$ cat src/rtl/avalon_bcd_writer_pkg.sv
// Shared types and constants for the Avalon BCD digit writer.
package avalon_bcd_writer_pkg;

   localparam int         DIGIT_W      = 4;
   localparam int         AVM_ADDR_W   = 3;
   localparam int         AVM_DATA_W   = 32;
   localparam logic [3:0] AVM_BE_DIGIT = 4'b0001;

   typedef enum logic [1:0] {
      ST_IDLE    = 2'd0,
      ST_CONVERT = 2'd1,
      ST_WRITE   = 2'd2
   } state_e;

   // 10^n, used at elaboration time for the overflow limit
   function automatic logic [31:0] pow10(input int n);
      logic [31:0] p;
      p = 32'd1;
      for (int i = 0; i < n; i++) p = p * 32'd10;
      return p;
   endfunction

endpackage

$ cat src/rtl/avalon_bcd_writer_if.sv
// Avalon-MM write-only master bus carrying one BCD digit per word.
interface avalon_bcd_writer_if;
   import avalon_bcd_writer_pkg::*;

   logic [AVM_ADDR_W-1:0] avm_address_o;
   logic [3:0]            avm_byteenable_o;
   logic                  avm_write_o;
   logic [AVM_DATA_W-1:0] avm_writedata_o;
   logic                  avm_waitrequest_i;

   modport master (
      output avm_address_o, avm_byteenable_o, avm_write_o, avm_writedata_o,
      input  avm_waitrequest_i
   );

   modport slave (
      input  avm_address_o, avm_byteenable_o, avm_write_o, avm_writedata_o,
      output avm_waitrequest_i
   );

endinterface

$ cat src/rtl/bcd_double_dabble_seq.sv
// Sequential double-dabble: one input bit per cycle, DATA_W cycles after start.
module bcd_double_dabble_seq
   import avalon_bcd_writer_pkg::*;
#(
   parameter int NUM_DIGITS = 6,
   parameter int DATA_W     = 20
) (
   input  logic                          clk,
   input  logic                          rst_n,
   input  logic                          start,
   input  logic [DATA_W-1:0]             value,
   output logic                          done,
   output logic [NUM_DIGITS*DIGIT_W-1:0] result,
   output logic                          overflow
);

   localparam int          BCD_W   = NUM_DIGITS * DIGIT_W;
   localparam int          CNT_W   = $clog2(DATA_W + 1);
   localparam logic [31:0] MAX_VAL = pow10(NUM_DIGITS) - 32'd1;

   logic [DATA_W-1:0] bin_q;
   logic [BCD_W-1:0]  bcd_q;
   logic [BCD_W-1:0]  bcd_step;
   logic [CNT_W-1:0]  cnt_q;
   logic              ovf_q;

   function automatic logic [BCD_W-1:0] dabble(input logic [BCD_W-1:0] bcd, input logic bit_in);
      logic [BCD_W-1:0] adj;
      adj = bcd;
      for (int d = 0; d < NUM_DIGITS; d++)
         if (adj[d*DIGIT_W +: DIGIT_W] >= 4'd5)
            adj[d*DIGIT_W +: DIGIT_W] = adj[d*DIGIT_W +: DIGIT_W] + 4'd3;
      return {adj[BCD_W-2:0], bit_in};
   endfunction

   assign bcd_step = dabble(bcd_q, bin_q[DATA_W-1]);

   always_ff @(posedge clk or negedge rst_n) begin
      if (!rst_n)              cnt_q <= '0;
      else if (start)          cnt_q <= CNT_W'(DATA_W);
      else if (cnt_q != '0)    cnt_q <= cnt_q - 1'b1;
   end

   always_ff @(posedge clk) begin
      if (start) begin
         bin_q <= value;
         bcd_q <= '0;
         ovf_q <= (32'(value) > MAX_VAL);
      end else if (cnt_q != '0) begin
         bin_q <= bin_q << 1;
         bcd_q <= bcd_step;
      end
   end

   // The final shift is exposed combinationally so the caller can act on the same edge
   assign done     = (cnt_q == CNT_W'(1));
   assign result   = bcd_step;
   assign overflow = ovf_q;

endmodule

$ cat src/rtl/avalon_bcd_writer_de1soc.sv
// Converts a binary value to BCD and writes each digit over Avalon-MM, LSD first.
// Optional: AVALON_BCD_WRITER_SKIP_UNCHANGED_EN skips digits equal to their last written value.
module avalon_bcd_writer_de1soc
   import avalon_bcd_writer_pkg::*;
#(
   parameter int NUM_DIGITS = 6,
   parameter int DATA_W     = 20
) (
   input  logic                       clk,
   input  logic                       rst_n,
   input  logic [DATA_W-1:0]          value_i,
   input  logic                       value_valid_i,
   output logic                       value_ready_o,
   avalon_bcd_writer_if.master        avm,
   output logic                       busy_o,
   output logic                       overflow_o
);

   typedef logic [NUM_DIGITS-1:0][DIGIT_W-1:0] digits_t;

   state_e                  state_q, state_d;
   logic                    accept;
   logic                    conv_done;
   logic                    conv_ovf;
   digits_t                 conv_result;
   digits_t                 final_digits;
   digits_t                 digits_q;
   logic [NUM_DIGITS-1:0]   pend_q;
   logic [NUM_DIGITS-1:0]   pend_next;
   logic [NUM_DIGITS-1:0]   load_mask;
   logic [AVM_ADDR_W-1:0]   idx;
   logic [DIGIT_W-1:0]      digit_cur;
   logic                    wr_done;
   logic                    load;

   assign accept = value_valid_i && (state_q == ST_IDLE);

   bcd_double_dabble_seq #(
      .NUM_DIGITS (NUM_DIGITS),
      .DATA_W     (DATA_W)
   ) u_dabble (
      .clk      (clk),
      .rst_n    (rst_n),
      .start    (accept),
      .value    (value_i),
      .done     (conv_done),
      .result   (conv_result),
      .overflow (conv_ovf)
   );

   assign final_digits = conv_ovf ? {NUM_DIGITS{4'd9}} : conv_result;
   assign load         = (state_q == ST_CONVERT) && conv_done;

   // Lowest pending digit is the one on the bus
   always_comb begin
      idx       = '0;
      digit_cur = '0;
      for (int i = NUM_DIGITS - 1; i >= 0; i--) begin
         if (pend_q[i]) begin
            idx       = AVM_ADDR_W'(i);
            digit_cur = digits_q[i];
         end
      end
   end

   assign pend_next = pend_q & ~(NUM_DIGITS'(1) << idx);
   assign wr_done   = (state_q == ST_WRITE) && !avm.avm_waitrequest_i;

`ifdef AVALON_BCD_WRITER_SKIP_UNCHANGED_EN
   digits_t               shd_q;
   logic [NUM_DIGITS-1:0] shd_vld_q;
   logic [NUM_DIGITS-1:0] wr_sel;

   assign wr_sel = pend_q & ~pend_next;

   always_comb begin
      load_mask = '1;
      for (int i = 0; i < NUM_DIGITS; i++)
         if (shd_vld_q[i] && (shd_q[i] == final_digits[i])) load_mask[i] = 1'b0;
   end

   always_ff @(posedge clk or negedge rst_n) begin
      if (!rst_n)       shd_vld_q <= '0;
      else if (wr_done) shd_vld_q <= shd_vld_q | wr_sel;
   end

   always_ff @(posedge clk) begin
      for (int i = 0; i < NUM_DIGITS; i++)
         if (wr_done && wr_sel[i]) shd_q[i] <= digit_cur;
   end
`else
   assign load_mask = '1;
`endif

   always_comb begin
      state_d = state_q;
      case (state_q)
         ST_IDLE:    if (value_valid_i) state_d = ST_CONVERT;
         ST_CONVERT: if (conv_done) state_d = (load_mask == '0) ? ST_IDLE : ST_WRITE;
         ST_WRITE:   if (wr_done && (pend_next == '0)) state_d = ST_IDLE;
         default:    state_d = ST_IDLE;
      endcase
   end

   always_ff @(posedge clk or negedge rst_n) begin
      if (!rst_n) begin
         state_q    <= ST_IDLE;
         pend_q     <= '0;
         overflow_o <= 1'b0;
      end else begin
         state_q <= state_d;
         if (load) begin
            pend_q     <= load_mask;
            overflow_o <= conv_ovf;
         end else if (wr_done) begin
            pend_q <= pend_next;
         end
      end
   end

   always_ff @(posedge clk) begin
      if (load) digits_q <= final_digits;
   end

   // Bus outputs are forced to zero whenever no write is requested
   assign avm.avm_write_o      = (state_q == ST_WRITE);
   assign avm.avm_address_o    = avm.avm_write_o ? idx : '0;
   assign avm.avm_writedata_o  = avm.avm_write_o ? AVM_DATA_W'(digit_cur) : '0;
   assign avm.avm_byteenable_o = avm.avm_write_o ? AVM_BE_DIGIT : 4'b0000;

   assign value_ready_o = (state_q == ST_IDLE);
   assign busy_o        = !value_ready_o;

endmodule

$ cat src/flat_wrapper.sv
// flat-port wrapper written by rule: the top's interface ports become plain ports
module avalon_bcd_writer_de1soc_flat import avalon_bcd_writer_pkg::*;
#(
   parameter int NUM_DIGITS = 6,
   parameter int DATA_W     = 20
)
  (clk, rst_n, value_i, value_valid_i, value_ready_o, busy_o, overflow_o, avm_avm_address_o, avm_avm_byteenable_o, avm_avm_write_o, avm_avm_writedata_o, avm_avm_waitrequest_i);
  avalon_bcd_writer_if avm_i ();
  input  logic clk;
  input  logic rst_n;
  input  logic [DATA_W-1:0] value_i;
  input  logic value_valid_i;
  output logic value_ready_o;
  output logic busy_o;
  output logic overflow_o;
  output wire logic [$bits(avm_i.avm_address_o)-1:0] avm_avm_address_o;
  output wire logic [$bits(avm_i.avm_byteenable_o)-1:0] avm_avm_byteenable_o;
  output wire logic [$bits(avm_i.avm_write_o)-1:0] avm_avm_write_o;
  output wire logic [$bits(avm_i.avm_writedata_o)-1:0] avm_avm_writedata_o;
  input wire logic [$bits(avm_i.avm_waitrequest_i)-1:0] avm_avm_waitrequest_i;
  assign avm_avm_address_o = avm_i.avm_address_o;
  assign avm_avm_byteenable_o = avm_i.avm_byteenable_o;
  assign avm_avm_write_o = avm_i.avm_write_o;
  assign avm_avm_writedata_o = avm_i.avm_writedata_o;
  assign avm_i.avm_waitrequest_i = avm_avm_waitrequest_i;
  avalon_bcd_writer_de1soc #(.NUM_DIGITS(NUM_DIGITS), .DATA_W(DATA_W)) u_core (.clk(clk), .rst_n(rst_n), .value_i(value_i), .value_valid_i(value_valid_i), .value_ready_o(value_ready_o), .avm(avm_i), .busy_o(busy_o), .overflow_o(overflow_o));
endmodule
$ cat config.mk
export PLATFORM = sky130hd
export DESIGN_NAME = avalon_bcd_writer_de1soc_flat
export DESIGN_NICKNAME = d
export VERILOG_FILES = /design/src/rtl/avalon_bcd_writer_pkg.sv /design/src/rtl/avalon_bcd_writer_if.sv /design/src/rtl/bcd_double_dabble_seq.sv /design/src/rtl/avalon_bcd_writer_de1soc.sv /design/src/flat_wrapper.sv
export SDC_FILE = /design/constraint.sdc
export NUM_CORES = 1
export LEC_CHECK = 0
export CORE_MARGIN = 2
export CORE_UTILIZATION = 40
export DETAILED_ROUTE_END_ITERATION = 7
export HOLD_SLACK_MARGIN = 0.05
export PLACE_DENSITY_LB_ADDON = 0.05
export SLEW_MARGIN = 20
export SYNTH_ARGS = -nofsm -noshare
export SYNTH_HDL_FRONTEND = slang
export SYNTH_SLANG_ARGS = --single-unit
$ cat constraint.sdc
create_clock -name clk -period 2.8 [get_ports clk]
set_clock_uncertainty 0.2 [all_clocks]
set_input_delay 0.56 -clock clk [delete_from_list [all_inputs] [get_ports clk]]
set_output_delay 0.56 -clock clk [all_outputs]
set_load 0.02 [all_outputs]
==> results.toml, run 1 <==
[run_status]
status = "completed"

[synthesis]
synth-main-ff-cell = "edfxtp_1"
synthTopCellsByArea = "edfxtp_1 (32%), dfxtp_1 (11%), dfrtp_1 (8.2%)"
synth_edf_count = 45
synthAdderAreaFrac_pct = 4.35
async_flop_share_pct = 16.9
synth_compound_area_share_pct = 13.4
ys_types = 45
synth_top_family_by_area = "compound AO/OA/AOI/OAI gates"
synth_mux_area_share_pct = 6.70
syn_area_um2 = 4260
netlist.area_leader.share_pct = 31.8
ys_ff_latch = 83
synth_area_leader_cell = "edfxtp_1"
yosysSeqAreaShare_pct = 51.3
avgSynthCellArea_um2 = 10.7
syn_inst = 396
yosysWarnings = 0
synth-xor-area-share_pct = 1.44
synth-simple-area-share_pct = 12.9

[drt]
vias_per_cell = 4.95
drtIter0Drc = 101
drtPass1Iterations = 4
vias = 2855
antenna_left = 0
drc = 0
routed_wl_um = 8570
wl_per_cell_um = 14.8

[critical_path]
worstSetupPathType = "flop to output port"
cp_slowest_stage_delay_ps = 530
required_ps = 2040
crit_buf_inv = 2
worstPathArrival_ps = 1860
cp_top_family = "simple AND/OR/NAND/NOR gates"
crit_chain = "buf_4 -> or4_4 -> nor3_1 -> clkbuf_2"
critPathSlowestCell = "or4_4"
startpoint_type = "flop"
cp_max_fo = 5
cp-end-kind = "output port"

[pwr]
pwr-share-clk_pct = 16.8
power_mw = 4.92
pwr-share-comb_pct = 38.8
power_density_nw_per_um2 = 1020
ir_drop_uv = 359
swShare_pct = 35.3
power_leakage_nw = 1.95
p_seq_share_pct = 44.4
p_int_mw = 3.19
power_switching_mw = 1.74

[final_layout]
num_antenna_cells = 0
register_area_um2 = 2180
synthToLayoutAreaGrowth_pct = 13.8
multi_input_area_um2 = 1780
final_layout_size_suffix_gt1_share_pct = 12.5
n_fill_cell = 985
nets = 474

[timing]
max_freq_mhz = 382
relSlewSlack_pct = 40.9
final.setup.tns_ps = 0
period_minus_slack_ps = 2620
worst_slew_pin_slew_ps = 886
rsz0062_at_grt = "no"
maxSlewViolCount = 0
min_period_over_period_pct = 93.5
hold_violations = 0
setup_viol = 0

[global_route]
grt_antenna_before_repair = 0
grt_remaining_overflow = 0
grt_first_pass_wirelength_um = 14100
grt_usage_pct = 16.1
grt_pass1_vias = 2698
grt_max_degree = 32

[clocking]
cts-root-buf = "clkbuf_8"
cts.htree.levels = 3
clk_latency_ps = 360
cts.sinks = 83
clkTransAtPathRegs_ps = 80
cts_tree = "built"
cts_buffers = 9
hold_buffers = 0
cts.path.max_buffers = 2
postCtsSetupRepairBufs = 0

[floorplan]
row_count = 37
initial_core_util_pct = 41.2
io_pins = 67
die_h_um = 107
chipWidth_um = 107
die-area_um2 = 11500
coreArea_um2 = 10300

[placement]
gp_congestion = 0.907
port_buffers = 35
dp_hpwl_um = 6020

[run]
drv_cap = 0

[hold_path]
min_path_type = "flop to flop"
==> routing by layer <==
layer	vias to the layer above	track usage [%]	part of all wire (%)
li1	1433	-	-
met1	1336	22.5	50
met2	74	24.0	45
met3	12	4.32	3.9
met4	0	6.03	1.6
met5	-	0	0
==> state kept, by name (all words and copies together) (netlist names) <==
register and cells:
u_core.state_q 2, u_core.overflow_o 1, u_core.u_dabble.bcd_q 24, u_core.u_dabble.overflow 1, u_core.u_dabble.cnt_q 5, u_core.digits_q 24, u_core.pend_q 6, u_core.u_dabble.bin_q 20
==> final timing paths <==
check                                                  startpoint                                     end  slack [ps]  depth (start not counted)
max in group asynchronous                                   rst_n            u_core.pend_q[3]$_DFFE_PN0P_        1520                          1
setup / recovery                     u_core.pend_q[2]$_DFFE_PN0P_                    avm_avm_address_o[2]         180                          4
min in group asynchronous                                   rst_n    u_core.u_dabble.cnt_q[3]$_DFFE_PN0P_         410                          1
hold reg to reg            u_core.u_dabble.bcd_q[21]$_SDFFE_PP0P_  u_core.u_dabble.bcd_q[21]$_SDFFE_PP0P_         290                          1
setup reg to reg                    u_core.state_q[0]$_DFFE_PN0P_     u_core.u_dabble.bin_q[11]$_DFFE_PP_         710                          6
hold / removal             u_core.u_dabble.bcd_q[21]$_SDFFE_PP0P_  u_core.u_dabble.bcd_q[21]$_SDFFE_PP0P_         290                          1
==> final cells by class <==
cell class	count	area share, %
clock buffer	10	2.64
clock inverter	6	1.16
inverter	25	1.94
multi-input combinational	270	36.7
sequential	83	45.1
tap	136	3.51
timing repair buffer	47	8.94
==> repair_timing <==
item                       in CTS  in global routing
setup endpoints to repair       7                  6
pin swaps                       0                  0
hold endpoints to repair        0                  0
resized for setup              18                  9
==> logic make-up after synthesis <==
logic type | after synthesis
compound gates | 91
xor+xnor | 7
fa+ha+maj | 15
buf+inv | 73
flops | 83
mux | 26
other cells | 1
simple gates | 100
==> power groups by stage <==
stage	clock network (mW)	registers, mW	logic, mW
3_5_place_dp	0	2.20	1.92
3_3_place_gp	0	2.21	1.89
5_1_grt	0.913	2.25	2.18
4_1_cts	0.861	2.18	1.93
6_report	0.826	2.19	1.91
2_1_floorplan	0	2.10	1.53
==> through the flow <==
stage               hold WS, ps  worst slack (ps)  cell area (µm²)  util [%]  instances
finish                      288               183             4840      46.9        577
floorplan                  64.4               413             4370         -        426
CTS                         293              11.1             4860      47.1        577
detailed placement          267              51.6             4670      45.3        561
global route                310              1.08             4840      46.9        577
global placement            267              88.5             4670      45.2        561
==> Yosys cell counts, types with 2 or more instances <==
cell type,instances
nor2b_1,13
nand3_1,6
ha_1,14
nor3_1,4
nand2b_1,18
nor4b_1,2
mux2i_1,6
a311oi_1,2
mux2_2,20
nor3b_1,5
buf_2,5
a21oi_1,31
inv_1,25
clkbuf_1,7
a211oi_1,8
a22o_1,12
xnor2_1,7
buf_4,34
dfrtp_1,14
or4_1,2
edfxtp_1,45
o21ai_0,22
dfxtp_1,24
nand2_1,14
nor2_1,20
or2_2,2
a221oi_1,7
o22ai_1,3
or3_1,7
o31ai_1,2
==> cell usage in the layout (no fill, tap or decap), types with 13 or more instances in the layout <==
master           instances
dfxtp_1                 24
nand2b_1                17
conb_1                  31
edfxtp_1                45
nor2_1                  19
dfrtp_1                 13
inv_1                   25
o21ai_0                 22
mux2_2                  20
nand2_1                 14
a21oi_1                 31
clkdlybuf4s50_1         28
ha_1                    14
Note: power is estimated with default switching activity, not from simulation.
==> run 2, diff against run 1 <==
--- a/config.mk
+++ b/config.mk
@@ -9,7 +9,6 @@
 export CORE_UTILIZATION = 40
 export DETAILED_ROUTE_END_ITERATION = 7
 export HOLD_SLACK_MARGIN = 0.05
-export PLACE_DENSITY_LB_ADDON = 0.05
 export SLEW_MARGIN = 20
 export SYNTH_ARGS = -nofsm -noshare
 export SYNTH_HDL_FRONTEND = slang
==> results.toml, run 2 (same netlist as run 1, synthesis figures left out) <==
[timing]
rsz0062_at_grt = "no"
setup_viol = 0
final.setup.tns_ps = 0
min_period_over_period_pct = 96.9
worst_slew_pin_slew_ps = 1010
period_minus_slack_ps = 2710
hold_violations = 0
whs_ps = 290
maxSlewViolCount = 0
max_freq_mhz = 369
relSlewSlack_pct = 32.7

[pwr]
ir_drop_uv = 351
power_leakage_nw = 1.95
power_switching_mw = 1.74
pwr-share-clk_pct = 17.4
power_density_nw_per_um2 = 1020
p_int_mw = 3.20
p_seq_share_pct = 44.2
swShare_pct = 35.2
pwr-share-comb_pct = 38.3

[final_layout]
num_antenna_cells = 0
reg.largest.list = "u_core.digits_q: 24 flops, u_core.u_dabble.bcd_q: 24 flops, u_core.u_dabble.bin_q: 20 flops"
final_layout_size_suffix_gt1_share_pct = 13.0
layout_commonest_cell = "edfxtp_1"
synthToLayoutAreaGrowth_pct = 13.8
final_cells = 576
final_util_pct = 46.9
nets = 473
layout_common_cells = "edfxtp_1 (45), a21oi_1 (31), conb_1 (31)"

[clocking]
cts_buffers = 9
cts_tree = "built"
cts-root-buf = "clkbuf_8"
cts.htree.levels = 3
clk_latency_ps = 360
cts.path.max_buffers = 2
postCtsSetupRepairBufs = 0
clkTransAtPathRegs_ps = 80
cts.sinks = 83
hold_buffers = 0

[critical_path]
cp-end-kind = "output port"
crit_buf_inv = 1
cp_max_fo = 13
required_ps = 2040
worstPathArrival_ps = 1950
startpoint_type = "flop"
critPathSlowestCell = "or4_4"
cp_slowest_stage_delay_ps = 550
worstSetupPathType = "flop to output port"
cp_top_family = "simple AND/OR/NAND/NOR gates"
crit_chain = "or4_4 -> nor3_1 -> dlygate4sd2_1"

[floorplan]
initial_core_util_pct = 41.2
chipWidth_um = 107
die-area_um2 = 11500
row_count = 37
io_pins = 67
coreArea_um2 = 10300
die_h_um = 107

[global_route]
grt_pass1_vias = 2881
grt_max_degree = 28
grt_usage_pct = 15.3
grt_antenna_before_repair = 0
busiest_layer = "met2"
grt_remaining_overflow = 0
use_met2_pct = 24.1
grt_util_met1_pct = 20.1
use_met3_pct = 4.07
grt_first_pass_wirelength_um = 13700

[drt]
vias_per_cell = 5.09
drtIter0Drc = 152
antenna_left = 0
wl_per_cell_um = 14.1
vias = 2929
routed_wl_um = 8130
drc = 0
drtPass1Iterations = 4

[placement]
dp_hpwl_um = 5700
port_buffers = 35
gp_congestion = 0.877
dp_cells = 560

[run_status]
status = "completed"

[hold_path]
min_path_type = "flop to flop"

[run]
drv_cap = 0
==> run 2: cell count changes in the layout (fill, tap and decap cells not counted), sizes merged <==
cell and change:
clkinv -2, dlygate4sd2 +2, dlygate4sd1 -1, inv +1, buf -1
==> run 2: layer usage <==
layer,up-vias,wire length [µm]
li1,1431,-
met1,1408,3870
met2,77,3710
met3,13,408
met4,0,144
met5,-,0
==> run 2: power by group through the flow <==
stage | combinational [mW] | clock [mW] | sequential, mW
after CTS | 1.90 | 0.881 | 2.18
after global placement | 1.82 | 0 | 2.19
after detailed placement | 1.88 | 0 | 2.20
after floorplan | 1.53 | 0 | 2.10
final | 1.89 | 0.860 | 2.18
after global routing | 2.15 | 0.932 | 2.24
==> run 2: through the flow <==
step | cell area [µm²] | setup WS [ps] | power [mW]
global placement | 4650 | 101 | 4.01
global route | 4840 | 20.5 | 5.32
floorplan | 4370 | 413 | 3.63
CTS | 4850 | 19.7 | 4.96
finish | 4840 | 86.4 | 4.93
detailed placement | 4650 | -8.87 | 4.08
==> run 2: cell type report <==
| class | count | area, µm² |
|---|---|---|
| multi-input cells | 270 | 1780 |
| well taps | 136 | 170 |
| flip-flops and latches | 83 | 2180 |
| clock buffers | 11 | 131 |
| repair buffers | 46 | 417 |
| clock inverters | 5 | 62.6 |
| inverters | 25 | 93.8 |
| fillers | 972 | 5480 |
==> run 2: path summary, 6_finish.rpt <==
path | cells past startpoint | to | start | slack (ps)
setup / recovery | 3 | avm_avm_address_o[2] | u_core.pend_q[1]$_DFFE_PN0P_ | 90
hold / removal | 1 | u_core.u_dabble.bcd_q[21]$_SDFFE_PP0P_ | u_core.u_dabble.bcd_q[21]$_SDFFE_PP0P_ | 290
setup reg to reg | 5 | u_core.u_dabble.bcd_q[17]$_SDFFE_PP0P_ | u_core.u_dabble.cnt_q[0]$_DFFE_PN0P_ | 690
hold reg to reg | 1 | u_core.u_dabble.bcd_q[21]$_SDFFE_PP0P_ | u_core.u_dabble.bcd_q[21]$_SDFFE_PP0P_ | 290
max in group asynchronous | 1 | u_core.pend_q[3]$_DFFE_PN0P_ | rst_n | 1550
min in group asynchronous | 1 | u_core.u_dabble.cnt_q[4]$_DFFE_PN0P_ | rst_n | 390
==> run 2: timing repair <==
item | in CTS | in global routing
endpoints found under the setup margin | 7 | 4
pin swaps | 0 | 0
gates resized for setup | 18 | 7
